[src/rtl/mem_stage_lsu.sv]
// Load/store stage between EX and WB.
// Runs one stb/ack bus cycle per memory op and emits one write-back beat per op.
module mem_stage_lsu #(
  parameter int ADDR_W  = 32,
  parameter int TIMEOUT = 16,
  parameter int PC_INC  = 4
) (
  input  logic              clk,
  input  logic              rst_n,
  input  logic              i_valid,
  output logic              o_ready,
  input  logic [31:0]       i_result,
  input  logic [31:0]       i_data_store,
  input  logic [31:0]       i_pc,
  input  logic [6:0]        i_opcode,
  input  logic [2:0]        i_func3,
  output logic              o_wb_valid,
  output logic [31:0]       o_wb_data,
  output logic [6:0]        o_opcode,
  output logic              o_misalign,
  output logic              o_bus_err,
  input  logic              i_rd_ack,
  input  logic [31:0]       i_read_data,
  output logic              o_stb,
  output logic              o_wr_en,
  output logic [3:0]        o_sel,
  output logic [ADDR_W-1:0] o_addr,
  output logic [31:0]       o_wr_data
);

  localparam int CW = $clog2(TIMEOUT + 1);

  localparam logic [6:0] OP_LD = 7'b0000011;
  localparam logic [6:0] OP_S  = 7'b0100011;
  localparam logic [6:0] OP_J  = 7'b1101111;
  localparam logic [6:0] OP_JR = 7'b1100111;

  typedef enum logic {IDLE, BUS} state_t;

  state_t            state_q;
  logic [CW-1:0]     cnt_q;
  logic [2:0]        f3_q;
  logic [1:0]        off_q;
  logic [6:0]        opc_q;
  logic              wb_valid_q;
  logic [31:0]       wb_data_q;
  logic [6:0]        wb_opc_q;
  logic              misalign_q;
  logic              bus_err_q;
  logic              stb_q;
  logic              wr_en_q;
  logic [3:0]        sel_q;
  logic [ADDR_W-1:0] addr_q;
  logic [31:0]       wr_data_q;

  logic        is_ld;
  logic        is_s;
  logic        is_link;
  logic [1:0]  off;
  logic        mis_d;
  logic [3:0]  sel_d;
  logic [31:0] wd_d;
  logic [31:0] shifted;
  logic [31:0] ld_data;
  logic        accept;

  assign is_ld   = (i_opcode == OP_LD);
  assign is_s    = (i_opcode == OP_S);
  assign is_link = (i_opcode == OP_J) || (i_opcode == OP_JR);
  assign off     = i_result[1:0];
  assign o_ready = (state_q == IDLE);
  assign accept  = i_valid && o_ready;

  // Lane enables, store replication and alignment fault for the presented op
  always_comb begin
    sel_d = 4'b1111;
    wd_d  = i_data_store;
    mis_d = |off;
    unique case (i_func3[1:0])
      2'b00: begin
        sel_d = 4'b0001 << off;
        wd_d  = {4{i_data_store[7:0]}};
        mis_d = 1'b0;
      end
      2'b01: begin
        sel_d = 4'b0011 << off;
        wd_d  = {2{i_data_store[15:0]}};
        mis_d = off[0];
      end
      default: ;
    endcase
  end

  // Align the returned word and apply sign/zero extension for the load width
  always_comb begin
    shifted = i_read_data >> {off_q, 3'b000};
    ld_data = shifted;
    unique case (f3_q)
      3'b000: ld_data = {{24{shifted[7]}}, shifted[7:0]};
      3'b001: ld_data = {{16{shifted[15]}}, shifted[15:0]};
      3'b100: ld_data = {24'd0, shifted[7:0]};
      3'b101: ld_data = {16'd0, shifted[15:0]};
      default: ;
    endcase
  end

  // Stage FSM: accept in IDLE, hold the bus in BUS, register every output
  always_ff @(posedge clk) begin
    if (!rst_n) begin
      state_q    <= IDLE;
      cnt_q      <= '0;
      f3_q       <= '0;
      off_q      <= '0;
      opc_q      <= '0;
      wb_valid_q <= 1'b0;
      wb_data_q  <= '0;
      wb_opc_q   <= '0;
      misalign_q <= 1'b0;
      bus_err_q  <= 1'b0;
      stb_q      <= 1'b0;
      wr_en_q    <= 1'b0;
      sel_q      <= '0;
      addr_q     <= '0;
      wr_data_q  <= '0;
    end else begin
      wb_valid_q <= 1'b0;
      misalign_q <= 1'b0;
      bus_err_q  <= 1'b0;
      unique case (state_q)
        IDLE: begin
          if (accept) begin
            if ((is_ld || is_s) && !mis_d) begin
              state_q   <= BUS;
              cnt_q     <= '0;
              f3_q      <= i_func3;
              off_q     <= off;
              opc_q     <= i_opcode;
              stb_q     <= is_ld;
              wr_en_q   <= is_s;
              sel_q     <= sel_d;
              addr_q    <= {i_result[ADDR_W-1:2], 2'b00};
              wr_data_q <= wd_d;
            end else begin
              wb_valid_q <= 1'b1;
              wb_opc_q   <= i_opcode;
              if (is_ld || is_s) begin
                misalign_q <= 1'b1;
                wb_data_q  <= '0;
              end else if (is_link) begin
                wb_data_q <= i_pc + 32'(PC_INC);
              end else begin
                wb_data_q <= i_result;
              end
            end
          end
        end
        BUS: begin
          if (i_rd_ack || (cnt_q == CW'(TIMEOUT - 1))) begin
            state_q    <= IDLE;
            cnt_q      <= '0;
            stb_q      <= 1'b0;
            wr_en_q    <= 1'b0;
            sel_q      <= '0;
            addr_q     <= '0;
            wr_data_q  <= '0;
            wb_valid_q <= 1'b1;
            wb_opc_q   <= opc_q;
            bus_err_q  <= !i_rd_ack;
            wb_data_q  <= (i_rd_ack && opc_q == OP_LD) ? ld_data : '0;
          end else begin
            cnt_q <= cnt_q + 1'b1;
          end
        end
        default: state_q <= IDLE;
      endcase
    end
  end

  assign o_wb_valid = wb_valid_q;
  assign o_wb_data  = wb_data_q;
  assign o_opcode   = wb_opc_q;
  assign o_misalign = misalign_q;
  assign o_bus_err  = bus_err_q;
  assign o_stb      = stb_q;
  assign o_wr_en    = wr_en_q;
  assign o_sel      = sel_q;
  assign o_addr     = addr_q;
  assign o_wr_data  = wr_data_q;

endmodule

[config.mk]
export PLATFORM = sky130hd
export DESIGN_NAME = mem_stage_lsu
export DESIGN_NICKNAME = d
export VERILOG_FILES = /design/src/rtl/mem_stage_lsu.sv
export SDC_FILE = /design/constraint.sdc
export NUM_CORES = 1
export LEC_CHECK = 0
export ABC_AREA = 0
export CORE_MARGIN = 2
export CORE_UTILIZATION = 64
export CTS_CLUSTER_DIAMETER = 150
export DETAILED_ROUTE_END_ITERATION = 6
export DONT_BUFFER_PORTS = 1
export PLACE_DENSITY = 0.81
export SYNTH_ARGS = -nofsm -noshare
export SYNTH_HDL_FRONTEND = slang
export SYNTH_SLANG_ARGS = --single-unit
[constraint.sdc]
create_clock -name clk -period 2.3 [get_ports clk]
set_input_delay 0.46 -clock clk [delete_from_list [all_inputs] [get_ports clk]]
set_output_delay 0.46 -clock clk [all_outputs]
set_load 0.03 [all_outputs]
# Word-level counts from Yosys, hierarchy flattened
# Cells that the tools add are included.
# word_totals
reg_bits,130
latchBits,0
ramBits,0
mem_bits_ro,0
inputBits,142
out_inout_bits,113
wordCells,100
mem_count,0
# op_classes
n_addsub,2
mul,0
div_mod_pow,0
n_lt_le_gt_ge,0
n_eq_ne,14
n_shift,3
n_mux,46
n_bitwise,3
n_reduce_logical,17
# op_table
operator,n
two-way mux 32 bit,11
case mux 32 bit (2 select lines),4
case mux 32 bit (4 select lines),1
"adder 32 x 3 -> 32 bit, second input constant",1
right shift 32 x 5 -> 32 bit,1
two-way mux 7 bit,3
case mux 4 bit (2 select lines),2
two-way mux 5 bit,3
"equality test 7 x 2 -> 1 bit, second input constant",2
"equality test 7 bit, second input constant",2
case mux 7 bit (2 select lines),1
two-way mux 1 bit,12
two-way mux 4 bit,3
AND reduction 3 bit,4
case mux 1 bit (2 select lines),5
case mux 5 bit (2 select lines),1
"equality test 7 x 6 -> 1 bit, second input constant",1
"equality test 3 bit, second input constant",2
"inequality test 2 x 1 -> 1 bit, second input constant",3
"adder 5 x 1 -> 5 bit, second input constant",1
"equality test 5 x 4 -> 1 bit, second input constant",1
OR reduction 4 bit,1
"left shift 1 x 2 -> 4 bit, first input constant",1
"left shift 2 x 2 -> 4 bit, first input constant",1
11 further kinds,18

# Depth between registers and ports, before layout
# Gate-level depths: netlist (run 1).
# depth
word_depth,7
depth_mapped,10
ltp_nobuf,7

# Least setup slack after synthesis (run 1)
# Ideal clock, no wire load.
# synth_path
kind,register to register
start,reg cnt_q[0]
end,"reg wr_data_q[13], in the netlist o_wr_data[13]"
setup_ns,0.065
arrival_time_ns,2.038
required_ns,2.235
path_slack_ns,0.196
stages_incl_launch_ff,11
n_path_buf,3
synth_period_minus_slack_ns,2.104
path_cell_list,dfxtp_1 > ha_1 > and3_1 > ha_1 > or3_1 > clkbuf_1 > o21ai_2 > buf_2 > buf_2 > a21oi_1 > nor2b_1
# synth_via
elab_chain_cells,4
# synth_rtl
item,line_no,source
start: declaration,41,logic [CW-1:0] cnt_q;
start signal: assignment,171,cnt_q <= cnt_q + 1'b1;
equality test 5 x 4 -> 1 bit,158,if (i_rd_ack || (cnt_q == CW'(TIMEOUT - 1))) begin
logical OR 1 bit,158,
inequality test 2 x 1 -> 1 bit (no source line),--,
AND reduction 3 bit (no source line),--,
end signal: assignment,142,wr_data_q <= wd_d;
end: declaration,54,logic [31:0] wr_data_q;
# Every way passes these cells.
# A chain may end at the register's enable or synchronous reset.

# Final worst setup path (run 1)
# layout_path
start,reg cnt_q[0]
end,"reg wb_data_q[18], in the netlist o_wb_data[18]"
# layout_via
elab_chain_cells,4
# layout_rtl
item,line_no,source
equality test 5 x 4 -> 1 bit,158,
logical OR 1 bit,158,
inequality test 2 x 1 -> 1 bit (no source line),--,
AND reduction 3 bit (no source line),--,
end signal: assignment,150,wb_data_q <= i_pc + 32'(PC_INC);
end signal: assignment,152,wb_data_q <= i_result;
end signal: assignment,169,wb_data_q <= (i_rd_ack && opc_q == OP_LD) ? ld_data : '0;
end: declaration,46,logic [31:0] wb_data_q;
# Every way passes these cells.

==> results.md, run 1 <==
* Status: finished, final reports clean
* Sum of negative setup slack at 0 ns
* Netlist area before placement at 7070 um2
* Detailed router's first-iteration violation count at 656
* Row count at 38
* Layout area overhead at 10.1%
* Setup crit start: cnt_q[0]
* Max-cap viol count at 0
* Worst vdd rail ir drop at 0.417 mV
* Critical R2R Launch: cnt_q[0]
* Largest buffer count on any clock path at 2
* Number of antenna violations at the first check in global routing at 0
* Number of remaining DRC errors at 0
* Crit start category: flip-flop
* Number of synthesized flops with an enable pin at 0
* First-pass GRT wire length at 33100 um
* Average via count per standard cell at 6.91
* Biggest cell delay along the critical path at 0.38 ns
* Main synth FF type: sky130_fd_sc_hd__dfxtp_1
* Hold/Removal Path Class: in -> reg
* Pre-antenna DRT Iters at 6
* Required @ worst endpoint at 2.69 ns
* Worst hold endpoint: o_bus_err
* Critical Path AT at 2.56 ns
* Initial core utilization at 0.655
* Post-Syn Area per Cell at 8.50 um2
* Ratio of final minimum period to clock period at 0.944
* Sequential cell area fraction in the yosys report at 0.362
* Final Max Slew Viols at 0
* Remaining global-route overflow at 0
* Actual transition at the worst max-transition pin at 0.538 ns
* Total CTS buffers at 17
* Setup crit end kind: flip-flop
* R2r worst-path depth at 9
* Depth of the CTS H-tree at 4
* Reg2Reg Capture Point: o_wb_data[18]
* Slowest-stage cell, CP: sky130_fd_sc_hd__dfxtp_1
* Overall routing resource usage at 0.361
* Crit path max-delay family: compound AO/OA/AOI/OAI gates
* Cells traversed along the worst timing path: ha_1 -> and3_1 -> ha_1 -> o21ai_0 -> buf_4 -> o21a_2 -> buf_4 -> a211oi_1 -> o22ai_1
* Area share of the leading cell type in the synthesized netlist at 0.362
* Gate count after technology mapping at 832
* Top cells by instance count after synthesis: sky130_fd_sc_hd__dfxtp_1 (128), sky130_fd_sc_hd__nand2_1 (79), sky130_fd_sc_hd__nor2b_1 (70), sky130_fd_sc_hd__o21ai_0 (70)
* DPL Wire Length at 16100 um
* Setup repair after global routing missed its margin: no
* Clock tree from TritonCTS: done
* Post-layout total power at 5290 uW
* DIE AREA at 11900 um2
* Async S/R FF share, synth at 0
* Kind of critical path: reg -> reg
* Die outline height at 109 um
* CTS Sinks at 128
* Via count of the first global-routing pass at 6280
* Maximum frequency from static timing analysis at 0.461 GHz
* Clock slew at the register clock pins of the worst setup and hold paths at 0.06 ns
* Leakage dissipation at 0.00272 uW
* Worst-skew pair later-pin latency at 0.52 ns
* Post-layout min period at 2.17 ns
* Die X at 109 um
* Bufs and invs on worst path at 2
* Crit-path max FO at 8
* Routability congestion estimate from global placement at 0.929
* Number of cells traversed by the worst hold path at 1
* Count of endpoints failing hold in the final timing report at 0
* Final setup violation count at 0
* Main area contributors after synthesis: sky130_fd_sc_hd__dfxtp_1 (36%), sky130_fd_sc_hd__nor2b_1 (6.2%), sky130_fd_sc_hd__a22oi_1 (5.6%), sky130_fd_sc_hd__mux2i_1 (5.1%), sky130_fd_sc_hd__o21ai_0 (5.0%)
* Rel. slew slack at 0.638
* Hold wc startpoint: i_rd_ack
* Post-synth top area cell: sky130_fd_sc_hd__dfxtp_1
* CTS Root Buffer Type: sky130_fd_sc_hd__clkbuf_8
* Core ar. at 10800 um2
* Antenna-violating nets left at 0
* Internal reg-to-reg setup slack at 0.13 ns
* Aggregate routed wire length at 22200 um
* I/O pins at 255
* Number of nets in the finished design at 957
* Number of port buffers at 0
* Layout cell share with drive strength beyond 1 at 0.133
* Clock tree skew after final layout at 0.0129 ns
* Via count at 6666
* Warnings, synthesis at 0
* Power per cell area at 680 nW/um2
* Count of inserted antenna diode cells at 0
* Cell with the most instances after synthesis: sky130_fd_sc_hd__dfxtp_1
* Maximum number of pins on one net before global-route repair at 131
* DR WL/cell at 23.0 um
* Count of different cell masters after synthesis at 72
* Register bit total from synthesis at 128
==> cell type report <==
cell class,instances,area [um2]
Clock buffer,18,428
Clock inverter,14,116
Fill cell,812,3010
Inverter,4,15.0
Multi-Input combinational cell,630,4180
Sequential cell,128,2560
Tap cell,140,175
Timing Repair Buffer,31,312
==> routing by layer <==
metal | global-route usage | wire length (um) | vias to the layer above
li1 | - | - | 3049
met1 | 0.407 | 8100 | 3135
met2 | 0.605 | 10800 | 421
met3 | 0.126 | 2450 | 61
met4 | 0.181 | 924 | 0
met5 | 0 | 0 | -
==> metrics by stage <==
step	cell area, um2	instances	hold slack (ns)	worst slack [ns]	utilization
4_1_cts	7740	961	0.00767	0.0370	0.717
2_1_floorplan	7070	833	0.452	0.196	-
3_3_place_gp	7200	929	0.467	0.179	0.667
6_report	7780	965	0.0176	0.130	0.721
3_5_place_dp	7200	929	0.484	0.0585	0.667
5_1_grt	7780	965	0.00738	0.0329	0.721
==> worst reg2reg max path, stage by stage, from the launching register on <==
cell	delay (ns)
sky130_fd_sc_hd__dfxtp_1	0.38
sky130_fd_sc_hd__ha_1	0.20
sky130_fd_sc_hd__and3_1	0.16
sky130_fd_sc_hd__ha_1	0.21
sky130_fd_sc_hd__o21ai_0	0.10
sky130_fd_sc_hd__buf_4	0.17
sky130_fd_sc_hd__o21a_2	0.17
sky130_fd_sc_hd__buf_4	0.19
sky130_fd_sc_hd__a211oi_1	0.32
sky130_fd_sc_hd__o22ai_1	0.13
==> cells in the final DEF (no fill, tap or decap), types with 5 or more instances in the layout <==
cell type / instances
sky130_fd_sc_hd__o211a_1: 12
sky130_fd_sc_hd__o22ai_1: 5
sky130_fd_sc_hd__nand4_1: 13
sky130_fd_sc_hd__nor3_1: 11
sky130_fd_sc_hd__or4_1: 5
sky130_fd_sc_hd__o21a_1: 12
sky130_fd_sc_hd__buf_12: 6
sky130_fd_sc_hd__and4_1: 5
sky130_fd_sc_hd__nor4_1: 5
sky130_fd_sc_hd__dfxtp_1: 128
sky130_fd_sc_hd__xnor2_1: 5
sky130_fd_sc_hd__nand3_1: 15
sky130_fd_sc_hd__a22oi_1: 53
sky130_fd_sc_hd__xor2_1: 6
sky130_fd_sc_hd__and3_1: 9
sky130_fd_sc_hd__or3_1: 5
sky130_fd_sc_hd__clkinv_2: 6
sky130_fd_sc_hd__nor2_1: 24
sky130_fd_sc_hd__buf_4: 24
sky130_fd_sc_hd__mux2i_1: 36
sky130_fd_sc_hd__a21boi_0: 9
sky130_fd_sc_hd__o211ai_1: 10
sky130_fd_sc_hd__a21oi_1: 53
sky130_fd_sc_hd__o21ai_0: 70
sky130_fd_sc_hd__a31oi_1: 11
sky130_fd_sc_hd__clkbuf_16: 16
sky130_fd_sc_hd__nor2b_1: 70
sky130_fd_sc_hd__mux2_2: 15
sky130_fd_sc_hd__nand2_1: 79
sky130_fd_sc_hd__o221ai_1: 6
sky130_fd_sc_hd__a211oi_1: 11
==> worst max path at each step <==
stage	slack, ns	end	depth (start not counted)
2_1_floorplan	0.20	o_wr_data[13]	10
3_3_place_gp	0.18	o_wr_data[6]	8
3_5_place_dp	0.06	o_wr_data[3]	8
4_1_cts	0.04	o_wr_data[3]	8
5_1_grt	0.03	o_wr_data[3]	8
6_report	0.13	o_wb_data[18]	9
==> sequential cells by signal, summed over array words and instances (netlist names) <==
name / count
o_wb_data: 32
o_opcode: 7
o_bus_err: 1
opc_q: 7
cnt_q: 5
state_q: 1
o_wr_data: 32
f3_q: 3
o_sel: 4
o_wb_valid: 1
o_stb: 1
off_q: 2
o_wr_en: 1
o_misalign: 1
o_addr: 30
==> where the power goes <==
part	switching [uW]	total [uW]	internal [uW]
clock	1040	2490	1450
combinational	189	362	173
sequential	161	2440	2280
==> logic make-up after synthesis <==
kind of cell,count (synthesis),synth area share
compound gates,288,0.270
buf+inv,75,0.0515
mux,52,0.0781
fa+ha+maj,3,0.00531
flops,128,0.362
other cells,1,0.000530
xor+xnor,11,0.0136
simple gates,274,0.218
==> repair_timing <==
item                       in CTS  in global routing
setup buffers                   0                  4
setup endpoints to repair       0                 60
gates resized for setup         0                  3
hold buffers                    0                  0
Power figures use the tool's default switching activity.
==> run 2: changes to the inputs <==
ABC_AREA = 1   (was 0)
TNS_END_PERCENT = 10   (was unset)
==> run 2 against run 1 <==
Against the previous run: clock power is 12% higher; critical path type unchanged; largest cell class unchanged; setup slack better by 0.20 ns; global-route usage shrank 0.19 points.
==> results.md, run 2 <==
* Aggregate routed wire length at 23000 um (+3.6%)
* Core ar. at 11300 um2 (+4.9%)
* Initial core utilization at 0.652 (-0.00259)
* Count of endpoints failing hold in the final timing report at 0 (unchanged)
* Required @ worst endpoint at 2.65 ns (-0.04 ns)
* Gate count after technology mapping at 1183 (+42%)
* Reg2Reg Capture Point: o_addr[8]
* R2r worst-path depth at 10 (+1)
* Worst vdd rail ir drop at 0.491 mV (+18%)
* Pre-antenna DRT Iters at 5 (-1)
* Number of remaining DRC errors at 0 (unchanged)
* Via count of the first global-routing pass at 6986 (+11%)
* Proportion of power drawn by combinational gates at 0.076 (+0.008)
* Leading cell types in the layout, fill and taps excluded: sky130_fd_sc_hd__nand2_1 (346), sky130_fd_sc_hd__nor2_1 (181), sky130_fd_sc_hd__a21oi_1 (154), sky130_fd_sc_hd__dfxtp_1 (128), sky130_fd_sc_hd__nand3_1 (77)
* Final Max Slew Viols at 0 (unchanged)
* Status: finished, final reports clean
* Number of nets in the finished design at 1297 (+36%)
* Critical R2R Launch: cnt_q[0]
* Worst hold endpoint: o_bus_err
* Post-layout min period at 1.97 ns (-0.203 ns)
* Cell with the most instances after synthesis: sky130_fd_sc_hd__nand2_1
* Number of cells traversed by the worst hold path at 1 (unchanged)
* Main synth FF type: sky130_fd_sc_hd__dfxtp_1
* Die X at 111 um (+2.1%)
* Overall routing resource usage at 0.360 (-0.00186)
* Rel. slew slack at 0.648 (+0.0101)
* Setup crit end kind: flip-flop
* Number of synthesized flops with an enable pin at 0 (unchanged)
* Power per cell area at 705 nW/um2 (+3.7%)
* Ratio of final minimum period to clock period at 0.855 (-0.0883)
* Main area contributors after synthesis: sky130_fd_sc_hd__dfxtp_1 (35%), sky130_fd_sc_hd__nand2_1 (18%), sky130_fd_sc_hd__a21oi_1 (10%), sky130_fd_sc_hd__nor2_1 (9.2%), sky130_fd_sc_hd__nand3_1 (5.2%)
* Clock tree skew after final layout at 0.00723 ns (-0.00564 ns)
* Antenna-violating nets left at 0 (unchanged)
* Setup repair after global routing missed its margin: no
* Register bit total from synthesis at 128 (unchanged)
* Post-synth top area cell: sky130_fd_sc_hd__dfxtp_1
* Sequential share of power at 0.431 (-0.030)
* Number of buffers added to fix hold violations after cts at 0 (unchanged)
* Final setup violation count at 0 (unchanged)
* CTS Sinks at 128 (unchanged)
* Async S/R FF share, synth at 0 (unchanged)
* Count of different cell masters after synthesis at 41 (-43%)
* Die outline height at 111 um (+2.1%)
* Most common cell after layout, fill and taps aside: sky130_fd_sc_hd__nand2_1
* Critical Path AT at 2.31 ns (-0.25 ns)
* Switching fraction of total power at 0.260 (-0.00219)
* Layout area overhead at 8.01%
* DIE AREA at 12400 um2 (+4.3%)
* CTS Root Buffer Type: sky130_fd_sc_hd__clkbuf_16
* Total internal power at 4160 uW (+6.6%)
* Max-cap viol count at 0 (unchanged)
* Clock slew at the register clock pins of the worst setup and hold paths at 0.06 ns (about the same)
* Total CTS buffers at 17 (unchanged)
* DR WL/cell at 17.6 um (-24%)
* Row count at 39 (+2.6%)
* Via count at 7738 (+16%)
* Warnings, synthesis at 0 (unchanged)
* Fraction of power consumed by the clock network at 0.494 (+0.023)
* Reported net switching power at 1460 uW (+5.4%)
* Layout Utilization at 0.705 (-0.0165)
* Top cells by instance count after synthesis: sky130_fd_sc_hd__nand2_1 (346), sky130_fd_sc_hd__nor2_1 (181), sky130_fd_sc_hd__a21oi_1 (154)
* Hold wc startpoint: i_rd_ack
* Sum of negative setup slack at 0 ns (unchanged)
* Crit-path max FO at 68 (+60)
* Post-Syn Area per Cell at 6.24 um2 (-27%)
* Netlist area before placement at 7390 um2 (+4.5%)
* Layout cell share with drive strength beyond 1 at 0.0730 (-0.0604)
* Depth of the CTS H-tree at 4 (unchanged)
* Routability congestion estimate from global placement at 0.982 (+5.7%)
* Sequential cell area fraction in the yosys report at 0.347 (-0.0155)
* Kind of critical path: reg -> reg
* Maximum number of pins on one net before global-route repair at 75 (-43%)
* Largest buffer count on any clock path at 2 (unchanged)
* I/O pins at 255 (unchanged)
* Maximum frequency from static timing analysis at 0.508 GHz (+10%)
* Average via count per standard cell at 5.92 (-14%)
* Number of antenna violations at the first check in global routing at 0 (unchanged)
* Clock tree from TritonCTS: done
* Final setup margin at 0.333 ns (+0.203 ns)
* Remaining global-route overflow at 0 (unchanged)
* Worst setup slack before clock tree synthesis at 0.304 ns (+0.245 ns)
* Internal reg-to-reg setup slack at 0.33 ns (+0.20 ns)
* Crit start category: flip-flop
* Post-CTS Setup Inserts at 0 (unchanged)
* Detailed router's first-iteration violation count at 680 (+3.7%)
* Hold/Removal Path Class: in -> reg
* Worst-skew pair later-pin latency at 0.43 ns (-0.09 ns)
* Leakage dissipation at 0.00326 uW (+20%)
* Number of port buffers at 0 (unchanged)
* Actual transition at the worst max-transition pin at 0.523 ns (-0.0157 ns)
* Count of instances resized after the clock tree is built at 0 (unchanged)
* Count of inserted antenna diode cells at 0 (unchanged)
* DPL Wire Length at 16600 um (+3.6%)
* Area share of the leading cell type in the synthesized netlist at 0.347 (-0.0155)
* First-pass GRT wire length at 35700 um (+7.8%)
run 2: power groups by stage:
stage	sequential, uW	combinational [uW]	clock (uW)
floorplan	2450	343	0
CTS	2420	422	2780
detailed placement	2470	417	0
global route	2430	479	2870
global placement	2470	412	0
finish	2420	425	2780
run 2: how the worst max path moves through the flow:
stage | start | endpoint | slack (ns)
2_1_floorplan | cnt_q[0] | o_wr_data[10] | 0.62
4_1_cts | cnt_q[0] | o_addr[8] | 0.37
6_report | cnt_q[0] | o_addr[8] | 0.33
5_1_grt | state_q | o_wb_data[7] | 0.18
3_3_place_gp | i_opcode[4] | o_sel[1] | 0.36
3_5_place_dp | i_opcode[4] | o_sel[2] | 0.30
run 2: area by class of cell:
| class | instances | area [um2] |
|---|---|---|
| Clock inverter | 12 | 159 |
| Fill cell | 1012 | 3340 |
| Clock buffer | 20 | 447 |
| Tap cell | 143 | 179 |
| Multi-Input combinational cell | 909 | 4150 |
| Timing Repair Buffer | 18 | 185 |
| Sequential cell | 128 | 2560 |
| Inverter | 78 | 298 |
run 2: routing by layer:
metal,up-vias,part of all wire,track usage
li1,3772,-,-
met1,3506,0.37,0.418
met2,379,0.48,0.592
met3,81,0.10,0.117
met4,0,0.046,0.189
met5,-,0,0
run 2: logic make-up (layout without fill, tap and decap cells):
group,count (synthesis),count (layout),synth area share
xor+xnor,5,5,0.00593
fa+ha+maj,3,3,0.00508
compound gates,259,259,0.191
flops,128,128,0.347
buf+inv,147,128,0.0927
simple gates,640,640,0.358
other cells,1,2,0.000508
run 2: worst max-delay path, stage by stage (launching register included):
cell                      delay, ns
sky130_fd_sc_hd__dfxtp_1       0.33
sky130_fd_sc_hd__ha_1          0.21
sky130_fd_sc_hd__inv_1         0.07
sky130_fd_sc_hd__nor3_1        0.04
sky130_fd_sc_hd__ha_1          0.19
sky130_fd_sc_hd__nor2_1        0.21
sky130_fd_sc_hd__nand2_1       0.13
sky130_fd_sc_hd__nand2_2       0.11
sky130_fd_sc_hd__buf_12        0.28
sky130_fd_sc_hd__nand2_1       0.12
sky130_fd_sc_hd__a21oi_1       0.17
run 2: stage by stage:
stage / power, uW / hold WS [ns] / area, um2 / instances
6_report: 5620 / 0.109 / 7980 / 1308
5_1_grt: 5780 / 0.0999 / 7980 / 1308
4_1_cts: 5630 / 0.101 / 7980 / 1308
3_5_place_dp: 2890 / 0.449 / 7370 / 1276
3_3_place_gp: 2880 / 0.442 / 7370 / 1276
2_1_floorplan: 2800 / 0.432 / 7390 / 1184
==> run 3: changes to the inputs <==
CORE_ASPECT_RATIO = 2   (was unset)
==> run 3 against run 2 <==
Against the previous run: worst hold slack improved by 0.030 ns; clock-buffer cell count decreased by 2; sequential cell count unchanged; setup slack improved by 0.0078 ns; largest power group unchanged; critical path type unchanged.
==> results.md, run 3 (same netlist as run 2, synthesis figures left out) <==
* Final Max Slew Viols at 0 (unchanged)
* R2r worst-path depth at 13 (+3)
* Critical R2R Launch: cnt_q[0]
* Setup crit start: cnt_q[0]
* Layout area overhead at 8.61%
* Internal reg-to-reg setup slack at 0.34 ns (about the same)
* Maximum frequency from static timing analysis at 0.510 GHz (+0.40%)
* Ratio of final minimum period to clock period at 0.852 (-0.00338)
* Setup repair after global routing missed its margin: no
* Number of nets in the finished design at 1300 (+0.23%)
* Detailed router's first-iteration violation count at 557 (-18%)
* Non-filler cells, final at 1310 (+0.15%)
* Total CTS buffers at 17 (unchanged)
* Remaining global-route overflow at 0 (unchanged)
* Status: finished, final reports clean
* Worst-skew pair later-pin latency at 0.42 ns (about the same)
* Core ar. at 11300 um2 (-0.31%)
* DIE AREA at 12500 um2 (+0.42%)
* Met2 WL at 12900 um (+17%)
* Switching fraction of total power at 0.262 (+0.00227)
* Rel. slew slack at 0.673 (+0.0257)
* Aggregate routed wire length at 25000 um (+8.5%)
* Number of remaining DRC errors at 0 (unchanged)
* Depth of the CTS H-tree at 4 (unchanged)
* Clock tree from TritonCTS: done
* CTS Sinks at 128 (unchanged)
* Kind of critical path: reg -> reg
* Power per cell area at 724 nW/um2 (+2.7%)
* Layout Utilization at 0.711 (+0.00607)
* Max-cap viol count at 0 (unchanged)
* Uppermost routed layer: met4
* Critical Path AT at 2.28 ns (-0.03 ns)
* Worst hold slack at 0.138 ns (+0.0298 ns)
* Hold wc startpoint: i_rd_ack
* Reg2Reg Capture Point: o_wb_data[16]
* Fillcell total at 1066 (+5.3%)
* Row count at 55 (+41%)
* Worst hold endpoint: o_bus_err
* Required @ worst endpoint at 2.62 ns (-0.03 ns)
* Number of cells traversed by the worst hold path at 1 (unchanged)
* CTS Root Buffer Type: sky130_fd_sc_hd__clkbuf_16
* Proportion of power drawn by combinational gates at 0.076 (about the same)
* Post-CTS Setup Inserts at 0 (unchanged)
* Total internal power at 4280 uW (+2.9%)
* Clock tree skew after final layout at 0.00863 ns (+0.00140 ns)
* Leading cell types in the layout, fill and taps excluded: sky130_fd_sc_hd__nand2_1 (346), sky130_fd_sc_hd__nor2_1 (181), sky130_fd_sc_hd__a21oi_1 (154), sky130_fd_sc_hd__dfxtp_1 (128), sky130_fd_sc_hd__nand3_1 (77)
* Antenna-violating nets left at 0 (unchanged)
* Fraction of power consumed by the clock network at 0.506 (+0.012)
* Routability congestion estimate from global placement at 0.960 (-2.2%)
* Number of antenna violations at the first check in global routing at 0 (unchanged)
* Die outline height at 156 um (+40%)
* Number of port buffers at 0 (unchanged)
* Sequential share of power at 0.418 (-0.013)
* Die X at 80.0 um (-28%)
* Initial core utilization at 0.654 (+0.00203)
* Post-layout total power at 5810 uW (+3.2%)
* Count of endpoints failing hold in the final timing report at 0 (unchanged)
* Actual transition at the worst max-transition pin at 0.485 ns (-0.0381 ns)
* Length of routed met3 wiring at 2350 um (+0.30%)
* Placed cell count at 1278 (+0.16%)
* Layout cell share with drive strength beyond 1 at 0.0771 (+0.00409)
* Maximum number of pins on one net before global-route repair at 80 (+6.7%)
* Largest buffer count on any clock path at 2 (unchanged)
* Setup crit end kind: flip-flop
* Via count at 7869 (+1.7%)
* Sum of negative setup slack at 0 ns (unchanged)
* Worst vdd rail ir drop at 0.628 mV (+28%)
* Hold/Removal Path Class: in -> reg
* Number of buffers added to fix hold violations after cts at 0 (unchanged)
* Combined area of the multi-input logic cells at 4150 um2 (unchanged)
* Storage element area at 2560 um2 (unchanged)
* Routed length on met1 at 7770 um (-9.8%)
* I/O pins at 255 (unchanged)
* First-pass GRT wire length at 38000 um (+6.5%)
* Final setup violation count at 0 (unchanged)
* DPL Wire Length at 18500 um (+11%)
* Reported net switching power at 1520 uW (+4.1%)
* DR WL/cell at 19.1 um (+8.4%)
* Post-layout min period at 1.96 ns (-0.00776 ns)
* Count of inserted antenna diode cells at 0 (unchanged)
* Most common cell after layout, fill and taps aside: sky130_fd_sc_hd__nand2_1
* Leakage dissipation at 0.00330 uW (+1.1%)
* Via count of the first global-routing pass at 7399 (+5.9%)
* Overall routing resource usage at 0.398 (+0.0380)
* Crit-path max FO at 13 (-81%)
* Clock slew at the register clock pins of the worst setup and hold paths at 0.06 ns (about the same)
* Count of instances resized after the clock tree is built at 0 (unchanged)
* Pre-antenna DRT Iters at 7 (+2)
* Average via count per standard cell at 6.01 (+1.5%)
* Crit start category: flip-flop
-- run 3: changes by cell type in the layout (fill, tap and decap cells not counted) --
cell	delta
sky130_fd_sc_hd__clkinv_4	+1
sky130_fd_sc_hd__bufinv_16	+1
sky130_fd_sc_hd__inv_6	+3
sky130_fd_sc_hd__clkbuf_1	-2
sky130_fd_sc_hd__buf_4	+4
sky130_fd_sc_hd__clkinvlp_4	-3
sky130_fd_sc_hd__buf_12	-1
-- run 3: per-stage QoR --
step | setup slack, ns | area, um2
floorplan | 0.617 | 7390
global placement | 0.316 | 7380
detailed placement | 0.258 | 7380
CTS | 0.347 | 8020
global route | 0.152 | 8020
finish | 0.341 | 8020
-- run 3: how the worst max path moves through the flow --
| stage | cells after the start | endpoint | slack, ns |
|---|---|---|---|
| after floorplan | 11 | o_wr_data[10] | 0.62 |
| after global placement | 9 | o_wr_data[2] | 0.32 |
| after detailed placement | 9 | o_sel[1] | 0.26 |
| after CTS | 11 | o_opcode[5] | 0.35 |
| after global routing | 13 | o_wb_data[16] | 0.15 |
| final | 13 | o_wb_data[16] | 0.34 |
-- run 3: layer usage --
metal | up-vias | GRT usage
met5 | - | 0
met4 | 0 | 0.301
met3 | 118 | 0.123
met2 | 442 | 0.698
met1 | 3532 | 0.372
li1 | 3777 | -
-- run 3: layout make-up --
type | count | area share
Timing Repair Buffer | 21 | 0.0243
Tap cell | 142 | 0.0221
Inverter | 78 | 0.0371
Sequential cell | 128 | 0.319
Clock inverter | 14 | 0.0251
Multi-Input combinational cell | 909 | 0.517
Clock buffer | 18 | 0.0547
-- run 3: power groups by stage --
stage / Clock [uW] / Sequential [uW] / Combinational (uW)
4_1_cts: 2950 / 2420 / 430
3_5_place_dp: 0 / 2470 / 424
3_3_place_gp: 0 / 2470 / 418
2_1_floorplan: 0 / 2450 / 343
6_report: 2940 / 2430 / 441
5_1_grt: 3050 / 2430 / 490
-- run 3: critical path: stages (launching register included) --
cell and delay (ns):
sky130_fd_sc_hd__dfxtp_1 0.33, sky130_fd_sc_hd__ha_1 0.21, sky130_fd_sc_hd__inv_1 0.07, sky130_fd_sc_hd__nor3_1 0.05, sky130_fd_sc_hd__ha_1 0.17, sky130_fd_sc_hd__nor2_1 0.22
sky130_fd_sc_hd__nor2_4 0.07, sky130_fd_sc_hd__inv_2 0.07, sky130_fd_sc_hd__nand2_2 0.14, sky130_fd_sc_hd__buf_4 0.23, sky130_fd_sc_hd__o21ai_0 0.16, sky130_fd_sc_hd__inv_1 0.05
sky130_fd_sc_hd__nand2_1 0.06, sky130_fd_sc_hd__inv_1 0.03
